===== src/rtl/ov7670_pixel_capture.sv =====
// OV7670 parallel-bus pixel capture.
// Registers the camera bus once, assembles two-byte RGB565 pixels, tracks
// line/frame position, discards settling frames after enable, checks frame
// geometry and presents pixels on a single-entry valid/ready output register.
// Everything runs in the camera pixel-clock domain.
module ov7670_pixel_capture #(
  parameter int H_ACTIVE    = 640,
  parameter int V_ACTIVE    = 480,
  parameter int SKIP_FRAMES = 2,
  parameter int CNT_W       = 10
) (
  input  logic        clk,
  input  logic        rst_n,
  input  logic        enable_i,
  input  logic        vsync_i,
  input  logic        href_i,
  input  logic [7:0]  data_i,
  output logic [15:0] pix_data_o,
  output logic        pix_valid_o,
  input  logic        pix_ready_i,
  output logic        pix_sof_o,
  output logic        pix_eol_o,
  output logic        frame_done_o,
  output logic        frame_ok_o,
  output logic        line_err_o,
  output logic        overflow_o,
  output logic        busy_o
);

  // The skip counter only needs to hold SKIP_FRAMES; keep at least one bit
  // so SKIP_FRAMES = 0 still elaborates.
  localparam int SKIP_W = (SKIP_FRAMES > 0) ? $clog2(SKIP_FRAMES + 1) : 1;

  localparam logic [CNT_W-1:0]  H_COUNT   = CNT_W'(H_ACTIVE);
  localparam logic [CNT_W-1:0]  H_LAST    = CNT_W'(H_ACTIVE - 1);
  localparam logic [CNT_W-1:0]  V_COUNT   = CNT_W'(V_ACTIVE);
  localparam logic [CNT_W-1:0]  CNT_ONE   = CNT_W'(1);
  localparam logic [CNT_W-1:0]  CNT_MAX   = {CNT_W{1'b1}};
  localparam logic [SKIP_W-1:0] SKIP_LOAD = SKIP_W'(SKIP_FRAMES);
  localparam logic [SKIP_W-1:0] SKIP_ONE  = SKIP_W'(1);

  typedef enum logic [2:0] {
    IDLE,
    WAIT_VS,
    SKIP,
    WAIT_FS,
    ACTIVE
  } state_t;

  state_t state;
  state_t state_next;

  // Input q-stage and its one-cycle history used for edge detection
  logic        vsync_q;
  logic        href_q;
  logic [7:0]  data_q;
  logic        vsync_qq;
  logic        href_qq;

  logic        vs_rise;
  logic        vs_fall;
  logic        href_fall;

  // Control strobes decoded by the FSM
  logic        load_skip;
  logic        dec_skip;
  logic        start_frame;
  logic        end_frame;

  // Datapath state
  logic [SKIP_W-1:0] skip_cnt;
  logic [CNT_W-1:0]  pix_cnt;
  logic [CNT_W-1:0]  line_cnt;
  logic              phase;
  logic [7:0]        hi_byte;
  logic              frame_err;

  logic        line_end;
  logic        bad_line;
  logic        pix_fire;
  logic [15:0] pix_new;
  logic        sof_new;
  logic        eol_new;
  logic        pix_load;
  logic        pix_drop;

  // Single register stage on the camera pins; cleared by reset so no stale
  // edge survives an abort.
  always_ff @(posedge clk or negedge rst_n) begin
    if (!rst_n) begin
      vsync_q  <= 1'b0;
      href_q   <= 1'b0;
      data_q   <= 8'h00;
      vsync_qq <= 1'b0;
      href_qq  <= 1'b0;
    end else begin
      vsync_q  <= vsync_i;
      href_q   <= href_i;
      data_q   <= data_i;
      vsync_qq <= vsync_q;
      href_qq  <= href_q;
    end
  end

  assign vs_rise   =  vsync_q & ~vsync_qq;
  assign vs_fall   = ~vsync_q &  vsync_qq;
  assign href_fall = ~href_q  &  href_qq;

  // FSM state register
  always_ff @(posedge clk or negedge rst_n) begin
    if (!rst_n) begin
      state <= IDLE;
    end else begin
      state <= state_next;
    end
  end

  // Next-state logic and control strobes; enable is only looked at in IDLE
  // and at the end of a streamed frame.
  always_comb begin
    state_next  = state;
    load_skip   = 1'b0;
    dec_skip    = 1'b0;
    start_frame = 1'b0;
    end_frame   = 1'b0;
    case (state)
      IDLE: begin
        if (enable_i) begin
          load_skip  = 1'b1;
          state_next = WAIT_VS;
        end
      end
      WAIT_VS: begin
        if (vs_rise) begin
          state_next = (skip_cnt != '0) ? SKIP : WAIT_FS;
        end
      end
      SKIP: begin
        if (vs_rise) begin
          dec_skip = 1'b1;
          if (skip_cnt <= SKIP_ONE) begin
            state_next = WAIT_FS;
          end
        end
      end
      WAIT_FS: begin
        if (vs_fall) begin
          start_frame = 1'b1;
          state_next  = ACTIVE;
        end
      end
      ACTIVE: begin
        if (vs_rise) begin
          end_frame  = 1'b1;
          state_next = enable_i ? WAIT_FS : IDLE;
        end
      end
      default: begin
        state_next = IDLE;
      end
    endcase
  end

  assign busy_o = (state != IDLE);

  // Settling-frame counter
  always_ff @(posedge clk or negedge rst_n) begin
    if (!rst_n) begin
      skip_cnt <= '0;
    end else if (load_skip) begin
      skip_cnt <= SKIP_LOAD;
    end else if (dec_skip && (skip_cnt != '0)) begin
      skip_cnt <= skip_cnt - SKIP_ONE;
    end
  end

  assign line_end = (state == ACTIVE) && href_fall;
  assign bad_line = line_end && (phase || (pix_cnt != H_COUNT));
  assign pix_fire = (state == ACTIVE) && href_q && phase;
  assign pix_new  = {hi_byte, data_q};
  assign sof_new  = (pix_cnt == '0) && (line_cnt == '0);
  assign eol_new  = (pix_cnt == H_LAST);
  assign pix_load = pix_fire && (!pix_valid_o || pix_ready_i);
  assign pix_drop = pix_fire && pix_valid_o && !pix_ready_i;

  // Byte phase, high-byte holding register and pixel/line position counters
  always_ff @(posedge clk or negedge rst_n) begin
    if (!rst_n) begin
      phase    <= 1'b0;
      hi_byte  <= 8'h00;
      pix_cnt  <= '0;
      line_cnt <= '0;
    end else if (start_frame) begin
      phase    <= 1'b0;
      pix_cnt  <= '0;
      line_cnt <= '0;
    end else if (line_end) begin
      phase   <= 1'b0;
      pix_cnt <= '0;
      if (line_cnt != CNT_MAX) begin
        line_cnt <= line_cnt + CNT_ONE;
      end
    end else if ((state == ACTIVE) && href_q) begin
      if (!phase) begin
        hi_byte <= data_q;
        phase   <= 1'b1;
      end else begin
        phase <= 1'b0;
        if (pix_cnt != CNT_MAX) begin
          pix_cnt <= pix_cnt + CNT_ONE;
        end
      end
    end
  end

  // Single-entry output register; a held pixel is never overwritten, the
  // newcomer is dropped instead.
  always_ff @(posedge clk or negedge rst_n) begin
    if (!rst_n) begin
      pix_valid_o <= 1'b0;
      pix_data_o  <= 16'h0000;
      pix_sof_o   <= 1'b0;
      pix_eol_o   <= 1'b0;
    end else if (pix_load) begin
      pix_valid_o <= 1'b1;
      pix_data_o  <= pix_new;
      pix_sof_o   <= sof_new;
      pix_eol_o   <= eol_new;
    end else if (pix_valid_o && pix_ready_i) begin
      pix_valid_o <= 1'b0;
      pix_data_o  <= 16'h0000;
      pix_sof_o   <= 1'b0;
      pix_eol_o   <= 1'b0;
    end
  end

  // Sticky error flags, cleared only by reset
  always_ff @(posedge clk or negedge rst_n) begin
    if (!rst_n) begin
      line_err_o <= 1'b0;
      overflow_o <= 1'b0;
    end else begin
      if (bad_line) begin
        line_err_o <= 1'b1;
      end
      if (pix_drop) begin
        overflow_o <= 1'b1;
      end
    end
  end

  // Per-frame error accumulator, restarted when a streamed frame begins
  always_ff @(posedge clk or negedge rst_n) begin
    if (!rst_n) begin
      frame_err <= 1'b0;
    end else if (start_frame) begin
      frame_err <= 1'b0;
    end else if (bad_line || pix_drop) begin
      frame_err <= 1'b1;
    end
  end

  // End-of-frame pulse with its geometry/health verdict
  always_ff @(posedge clk or negedge rst_n) begin
    if (!rst_n) begin
      frame_done_o <= 1'b0;
      frame_ok_o   <= 1'b0;
    end else begin
      frame_done_o <= end_frame;
      frame_ok_o   <= end_frame && (line_cnt == V_COUNT) && !frame_err;
    end
  end

endmodule


===== config.mk =====
export PLATFORM = sky130hd
export DESIGN_NAME = ov7670_pixel_capture
export DESIGN_NICKNAME = d
export VERILOG_FILES = /design/src/rtl/ov7670_pixel_capture.sv
export SDC_FILE = /design/constraint.sdc
export NUM_CORES = 1
export LEC_CHECK = 0
export CAP_MARGIN = 30
export CORE_MARGIN = 4
export CORE_UTILIZATION = 55
export DETAILED_ROUTE_END_ITERATION = 8
export DONT_BUFFER_PORTS = 1
export PLACE_DENSITY = 0.76
export SLEW_MARGIN = 20
export SYNTH_ARGS = -nofsm -noshare
export SYNTH_HDL_FRONTEND = slang
export SYNTH_SLANG_ARGS = --single-unit

===== constraint.sdc =====
create_clock -name clk -period 3 [get_ports clk]
set_input_delay 0.6 -clock clk [delete_from_list [all_inputs] [get_ports clk]]
set_output_delay 0.6 -clock clk [all_outputs]
set_load 0.1 [all_outputs]

Word level (Yosys, flattened, before mapping)
Cells that the tools add are included.
{"block": "totals", "register_bits": 70, "latch_bits": 0, "mem_bits_rw": 0, "mem_bits_ro": 0, "input_bits": 14, "output_inout_bits": 24, "wordCells": 121, "memories": 0}
{"block": "classes", "n_addsub": 3, "mul": 0, "n_div": 0, "order_cmp": 1, "n_eq_ne": 15, "n_shift": 0, "n_mux": 38, "bitwise_logic": 9, "n_reduce_logical": 35}
{"operator": "$mux W10", "count": 8}
{"operator": "$mux W16", "count": 2}
{"operator": "$ne A10 B10 Y1 const B", "count": 3}
{"operator": "$add A10 B1 Y10 const B", "count": 2}
{"operator": "$logic_not A10 Y1", "count": 2}
{"operator": "$mux W1", "count": 18}
{"operator": "$mux W3", "count": 6}
{"operator": "$pmux W3 S5", "count": 1}
{"operator": "$logic_and A1 B1 Y1", "count": 12}
{"operator": "$ne A2 B2 Y1 const B", "count": 6}
{"operator": "$reduce_bool A2 Y1", "count": 6}
{"operator": "$reduce_bool A3 Y1", "count": 4}
{"operator": "$eq A10 B10 Y1 const B", "count": 1}
{"operator": "$eq A10 B9 Y1 const B", "count": 1}
{"operator": "$eq A3 B2 Y1 const B", "count": 2}
{"operator": "$mux W2", "count": 3}
{"operator": "$not A1 Y1", "count": 6}
{"operator": "$reduce_and A6 Y1", "count": 1}
{"operator": "$reduce_and A4 Y1", "count": 1}
{"operator": "$and A1 B1 Y1", "count": 3}
{"operator": "$eq A3 B1 Y1 const B", "count": 1}
{"operator": "$eq A3 B3 Y1 const B", "count": 1}
{"operator": "$logic_not A1 Y1", "count": 3}
{"operator": "$logic_not A3 Y1", "count": 1}
{"operator": "5 further kinds", "count": 7}

Logic depth before layout (Yosys ltp)
Gate-level depths: netlist (run 1).
{"block": "depth", "word_depth": 8, "depth_mapped": 6, "depth_no_buf": 6}

Worst setup path after synthesis (run 1)
OpenSTA, ideal clock, no wires.
{"block": "synth_path", "path_type": "reg2out", "startpoint": "register state[0]", "endpoint": "output port busy_o", "arrival_time_ns": 1.436, "required_ns": 2.400, "path_slack_ns": 0.964, "path_stages_with_launch": 3, "path_buffers": 1, "cell_sequence": "dfrtp_1 clkbuf_1 or3_1"}
{"block": "synth_between", "elab_chain_cells": 1}
{"element": "start: declaration", "line": "50", "source": "state_t state;"}
{"element": "start signal: assignment", "line": "114", "source": "state <= state_next;"}
{"element": "$reduce_bool A3 Y1", "line": "164", "source": "assign busy_o = (state != IDLE);"}
{"element": "end: declaration", "line": "27", "source": "output logic busy_o"}
Every way passes these cells.

Final worst setup path (run 1)
{"block": "layout_path", "startpoint": "register state[2]", "endpoint": "register line_cnt[7]"}
{"block": "layout_between", "elab_chain_cells": 4, "word_cells_on_any_way": 8, "classes_between": "2 x eq/ne; 2 x mux; 4 x reduce/logical"}
{"element": "$eq A3 B2 Y1 or $eq A3 B3 Y1 (tied branches)", "line": "126, 177"}
{"element": "$mux W1 or $logic_and A1 B1 Y1 (tied branches)", "line": "126, 177"}
{"element": "$reduce_bool A2 Y1 (no source line)"}
{"element": "$reduce_and A2 Y1 (no source line)"}
{"element": "end signal: assignment", "line": "201", "source": "line_cnt <= line_cnt + CNT_ONE;"}
{"element": "end: declaration", "line": "73", "source": "logic [CNT_W-1:0] line_cnt;"}
Several ways; a longest one is shown, not always the timed one.
A chain may end at the register's enable or synchronous reset.

==> metrics.md, run 1 <==
| Metric | Value |
|---|---|
| Final period utilization | 0.726 |
| Number of standard cells in the layout, taps in and fillers out | 356 |
| Number of nets in the layout | 300 |
| Cell chosen for the clock root | clkbuf_8 |
| Clock tree from TritonCTS | done |
| Placed wire-length estimate | around 4000 um |
| Detailed-route DRC error count | 0 |
| Max-cap violation count | 0 |
| Synthesized-area fraction occupied by and/or/nand/nor cells | 0.186 |
| Share of synthesized area spent on multiplexers | 0.0398 |
| Quantity of I/O buffers inserted on ports | 0 |
| Total number of yosys warnings | 0 |
| Post-Syn Area per Cell | 11.5 um2 |
| CTS buffer count | 9 |
| Final number of setup-violating endpoints | 0 |
| Total setup buffers inserted after CTS | 0 |
| Wire length of the first global-routing pass | between 10000 and 15000 um |
| Fill count | roughly 450 |
| Worst Setup Start Kind | flop |
| Effective utilization at floorplan | 0.568 |
| Worst Max-Slew Pin Slew | 0.942 ns |
| Number of max-slew violations in the final report | 0 |
| Number of cell rows | 27 |
| Sink count of the clock tree | 70 |
| Remaining number of nets flagged by the antenna check after routing | 0 |
| Antenna Diode Count | 0 |
| Layout Skew | just under 0.009 ns |
| PnR Total Power | 2.61 mW |
| Areal power density over the cells | between 700 and 800 nW/um2 |
| Async set-reset flop share out of synthesis | 1.00 |
| Die area | around 7000 um2 |
| Required time of the critical path | roughly 3.3 ns |
| Final GP Congestion | a little under 0.9 |
| Main combinational cell family by area after synthesis | simple AND/OR/NAND/NOR gates |
| Library cells used by synthesis | 55 |
| Classification of the worst-slack hold path | in2async |
| Violation count after the first detailed-routing iteration | 160 |
| LEAKAGE | roughly 1.5 nW |
| CP max FO | 15 |
| Share of the yosys chip area belonging to registers | 0.557 |
| Die Span Y | roughly 84 um |
| Via count of the first global-routing pass | ~2100 |
| Final standard cell utilization of the core | 0.630 |
| Number of buffers added to fix hold violations after cts | 1 |
| Arrival time at the worst endpoint | roughly 2.5 ns |
| Core outline area | 5540 um2 |
| DR pass1 iterations | 4 |
| Worst path setup slack after routing | a little over 0.8 ns |
| Placement Setup Slack | 0.806 ns |
| Antenna violations before repair | 0 |
| Routed len/inst | 17.1 um |
| Adder-cell share of the synthesized area | 0.0239 |
| Synth Register Bits | 70 |
| Worst IR Drop VDD | 0.507 mV |
| Clock latency at the later pin of the worst-skew pair | around 0.35 ns |
| Cell total after placement | between 300 and 400 |
| Clock transition at the registers of the reported paths | 0.08 ns |
| Aggregate negative setup slack | 0 ns |
| H-tree level count | 3 |
| Final worst path period need | approximately 2.2 ns |
| EDFF count, synth | 0 |
| Final number of hold-violating endpoints | 0 |
| Total gr overflow | 0 |
| XOR/XNOR Fraction of Synth Area | 0.00557 |
| Layout cells sized above 1 | 0.137 |
| Unrepaired setup endpoints after global routing | false |
| Post-route cell area | around 3500 um2 |
| Area overhead of the layout relative to synthesis | 11.1% |
| Detailed-route wire length | just over 6000 um |
| Count of vias placed by the detailed router | 2199 |
| # IOs | 38 |
| Maximum number of pins on one net before global-route repair | roughly 70 |
| Top FF cell, synth | dfrtp_1 |
| Via/cell ratio | around 6 |
| Post-synthesis instance area | 3140 um2 |
| Kind of critical path | reg2reg |
| Number of gates resized after cts | 0 |
| Cells after synthesis | 274 |
| Fraction of the mapped netlist area in compound gates | 0.157 |
| Post-place instance area | roughly 3200 um2 |
| Endpoint kind of the worst setup timing path | flop |
| Fmax | roughly 460 MHz |
| Die extent in x | roughly 84 um |
| Status | finished, final reports clean |
| Final worst hold slack | around 0.10 ns |
| Relative max-transition margin | 0.372 |
| Total global routing track utilization | 0.187 |
| Number of buffers on the longest clock path | 2 |
| Net count after synthesis | ~300 |
-- cell families (layout without fill, tap and decap cells) --
logic type | count (synthesis) | after routing
buf+inv | 22 | 32
fa+ha+maj | 6 | 6
mux | 11 | 11
flops | 70 | 70
simple gates | 94 | 94
compound gates | 69 | 69
xor+xnor | 2 | 2
-- area by class of cell --
class | instances | area, um2 | share of cell area
Timing Repair Buffer | 5 | 63.8 | 0.0183
Tap cell | 72 | 90.1 | 0.0258
Sequential cell | 70 | 1750 | 0.502
Clock buffer | 10 | 138 | 0.0394
Inverter | 12 | 45.0 | 0.0129
Clock inverter | 5 | 108 | 0.0308
Multi-Input combinational cell | 182 | 1300 | 0.371
-- sequential cells by signal (all words and copies together), names as in the netlist, 2 cells and up --
register and count:
data_q 8, hi_byte 8, line_cnt 10, pix_cnt 10
pix_data_o 16, skip_cnt 2, state 3
-- routing by layer --
metal  wire length, um  vias to the layer above  track usage  share of wire
met2              2830                       64        0.275           0.47
met3               376                       13       0.0691          0.062
li1                  -                     1046            -              -
met5                 0                        -            0              0
met4               161                        0       0.0892          0.026
met1              2710                     1076        0.244           0.45
-- synth_stat cells, drive strengths merged (3+ instances only) --
cell type | count | area (um2)
o21ai | 7 | 35.0
or4 | 6 | 45.0
a21oi | 14 | 70.1
nand2 | 14 | 52.6
nor2b | 6 | 37.5
or2 | 3 | 18.8
buf | 4 | 28.8
nor2 | 8 | 32.5
dfrtp | 70 | 1750
nor3 | 7 | 35.0
or3 | 6 | 42.5
ha | 6 | 75.1
a22o | 18 | 158
nand3 | 14 | 75.1
nor4 | 6 | 37.5
mux2 | 9 | 101
and4 | 4 | 35.0
nand4 | 5 | 31.3
clkbuf | 6 | 22.5
o31ai | 10 | 75.1
a31oi | 3 | 18.8
inv | 12 | 45.0
-- worst max-delay path: stages (launching register included) --
cell and delay [ns]:
dfrtp_1 0.59, nor3b_4 0.39, nand2_1 0.38, or4_1 0.59, a21oi_1 0.16
-- power breakdown --
part,switching [mW],internal [mW]
Sequential,0.279,1.05
Combinational,0.184,0.173
Clock,0.351,0.573
Total,0.814,1.80
-- cells in the final DEF (no fill, tap or decap), types with 6 or more instances in the layout --
cell	n
dfrtp_1	70
a22o_1	18
nand2_1	14
a21oi_1	14
nand3_1	13
inv_1	12
clkbuf_8	11
o31ai_1	10
mux2_2	9
nor3_1	7
nor2_1	7
o21ai_0	7
nor2b_1	6
nor4_1	6
or4_1	6
ha_1	6
-- worst paths after layout --
kind                               end  startpoint  depth (start not counted)  slack (ns)
setup reg to reg           line_cnt[7]    state[2]                          4        0.82
max in group asynchronous    pix_eol_o       rst_n                          1        2.58
setup / recovery           line_cnt[7]    state[2]                          4        0.82
hold reg to reg             frame_ok_o   frame_err                          1        0.46
hold / removal              pix_cnt[8]       rst_n                          1        0.10
min in group clk             data_q[0]   data_i[0]                          0        0.27
Power figures use the tool's default switching activity.
==> run 2: changes to the inputs <==
Clock period 3 ns to 2.1 ns, I/O delays scaled along.
==> metrics.md, run 2 (synthesis results as in run 1) <==
| Metric | Value |
|---|---|
| Status | finished, final reports clean |
| Fmax | just under 500 MHz |
| Required time of the critical path | ~1.7 ns |
| Sink count of the clock tree | 70 |
| Detailed-route wire length | just over 6000 um |
| DR pass1 iterations | 5 |
| Die extent in x | 83.6 um |
| Most frequent standard cell in the layout excluding fill and tap cells | dfrtp_1 |
| Final period utilization | 0.957 |
| Number of buffers on the longest clock path | 2 |
| Number of nets in the layout | 330 |
| Unrepaired setup endpoints after global routing | false |
| Number of standard cells in the layout, taps in and fillers out | slightly below 400 |
| CTS buffer count | 9 |
| Multi-input logic area | 1300 um2 |
| Area overhead of the layout relative to synthesis | 16.0% |
| Classification of the worst-slack hold path | in2reg |
| CP max FO | 10 |
| Registers with the most flip-flops | pix_data_o (16), line_cnt (10), pix_cnt (10) |
| Layout Skew | 0.00821 ns |
| Final number of setup-violating endpoints | 0 |
| Final GP Congestion | 0.839 |
| Relative max-transition margin | 0.383 |
| Antenna Diode Count | 0 |
| LEAKAGE | ~1.7 nW |
| Worst Max-Slew Pin Slew | about 0.93 ns |
| Core outline area | around 5500 um2 |
| Maximum number of pins on one net before global-route repair | 71 |
| Count of vias placed by the detailed router | approximately 2300 |
| Effective utilization at floorplan | 0.568 |
| Clock transition at the registers of the reported paths | 0.08 ns |
| Max-cap violation count | 0 |
| # IOs | 38 |
| Final standard cell utilization of the core | 0.658 |
| Aggregate negative setup slack | 0 ns |
| Clock tree from TritonCTS | done |
| Cell chosen for the clock root | clkbuf_8 |
| Worst Setup Start Kind | flop |
| Final number of hold-violating endpoints | 0 |
| Via/cell ratio | a little over 6 |
| Layout cells sized above 1 | 0.219 |
| Placed wire-length estimate | 4170 um |
| Quantity of I/O buffers inserted on ports | 0 |
| Reg with most FFs | pix_data_o |
| Number of max-slew violations in the final report | 0 |
| H-tree level count | 3 |
| Number of cell rows | 27 |
| Wire length of the first global-routing pass | roughly 11000 um |
| Total gr overflow | 0 |
| Areal power density over the cells | about 950 nW/um2 |
| Kind of critical path | reg2out |
| Clock latency at the later pin of the worst-skew pair | about 0.34 ns |
| Post-place instance area | 3420 um2 |
| Seq. cell area | approximately 1800 um2 |
| Worst IR Drop VDD | approximately 0.68 mV |
| Die Span Y | between 80 and 90 um |
| Die area | ~7000 um2 |
| Total global routing track utilization | 0.189 |
| Via count of the first global-routing pass | 2191 |
| Violation count after the first detailed-routing iteration | ~260 |
| Final worst path period need | around 2 ns |
| Number of flip-flops under the largest register name | 16 |
| Endpoint kind of the worst setup timing path | primary output |
| Fill count | 439 |
| Arrival time at the worst endpoint | about 1.6 ns |
| Commonest non-fill, non-tap cells in the layout | dfrtp_1 (70), buf_4 (33), a22o_1 (18) |
| Antenna violations before repair | 0 |
| Cell total after placement | approximately 370 |
| Detailed-route DRC error count | 0 |
| Routed len/inst | 15.9 um |
| Post-route cell area | about 3600 um2 |
| Remaining number of nets flagged by the antenna check after routing | 0 |
## run 2: changes by cell type in the layout (fill, tap and decap cells not counted), sizes merged
cell / delta
bufinv: -3
clkinv: +2
clkbuf: -2
inv: +3
buf: +30
dlygate4sd3: +1
## run 2: area by class of cell
class                   instances  share of cell area
clock buffers                   9              0.0340
clock inverters                 7              0.0148
inverters                      12              0.0124
multi-input cells             182               0.356
flip-flops and latches         70               0.480
well taps                      72              0.0247
repair buffers                 35              0.0782
## run 2: routing by layer
layer | GRT usage | up-vias | wire length, um
li1 | - | 1112 | -
met1 | 0.269 | 1128 | 2830
met2 | 0.270 | 87 | 2810
met3 | 0.0632 | 8 | 456
met4 | 0.0702 | 0 | 67
met5 | 0 | - | 0
## run 2: worst max-delay path, cell delays in order, from the launching register on
cell     delay, ns
dfrtp_1       0.46
buf_4         0.20
or3_1         0.35
buf_4         0.24
## run 2: stage by stage
stage | setup slack (ns) | hold slack [ns] | power, mW
after CTS | 0.0598 | 0.0776 | 3.51
after global routing | 0.0174 | 0.0602 | 3.67
final | 0.0893 | 0.0979 | 3.46
after floorplan | 0.227 | 0.124 | 2.31
after detailed placement | 0.109 | 0.127 | 2.49
after global placement | 0.182 | 0.126 | 2.46
## run 2: final timing paths
path	start	to	slack, ns	cells after the start
min reg2reg	frame_err	frame_ok_o	0.45	1
min in group asynchronous	rst_n	line_cnt[3]	0.61	2
min	data_i[5]	data_q[5]	0.1	0
max	state[0]	busy_o	0.09	3
max reg2reg	line_cnt[0]	line_cnt[7]	0.10	5
max in group asynchronous	rst_n	pix_data_o[5]	1.19	2
## run 2: what timing repair did
item / in CTS / in global routing
hold endpoints to repair: 70 / 0
gates resized for setup: 0 / 0
setup endpoints to repair: 0 / 0
hold buffers: 2 / 0
setup buffers: 0 / 0
## run 2: report_power, final
part | switching [mW] | internal (mW)
registers | 0.133 | 1.51
logic | 0.544 | 0.309
clock network | 0.530 | 0.440
total | 1.21 | 2.26
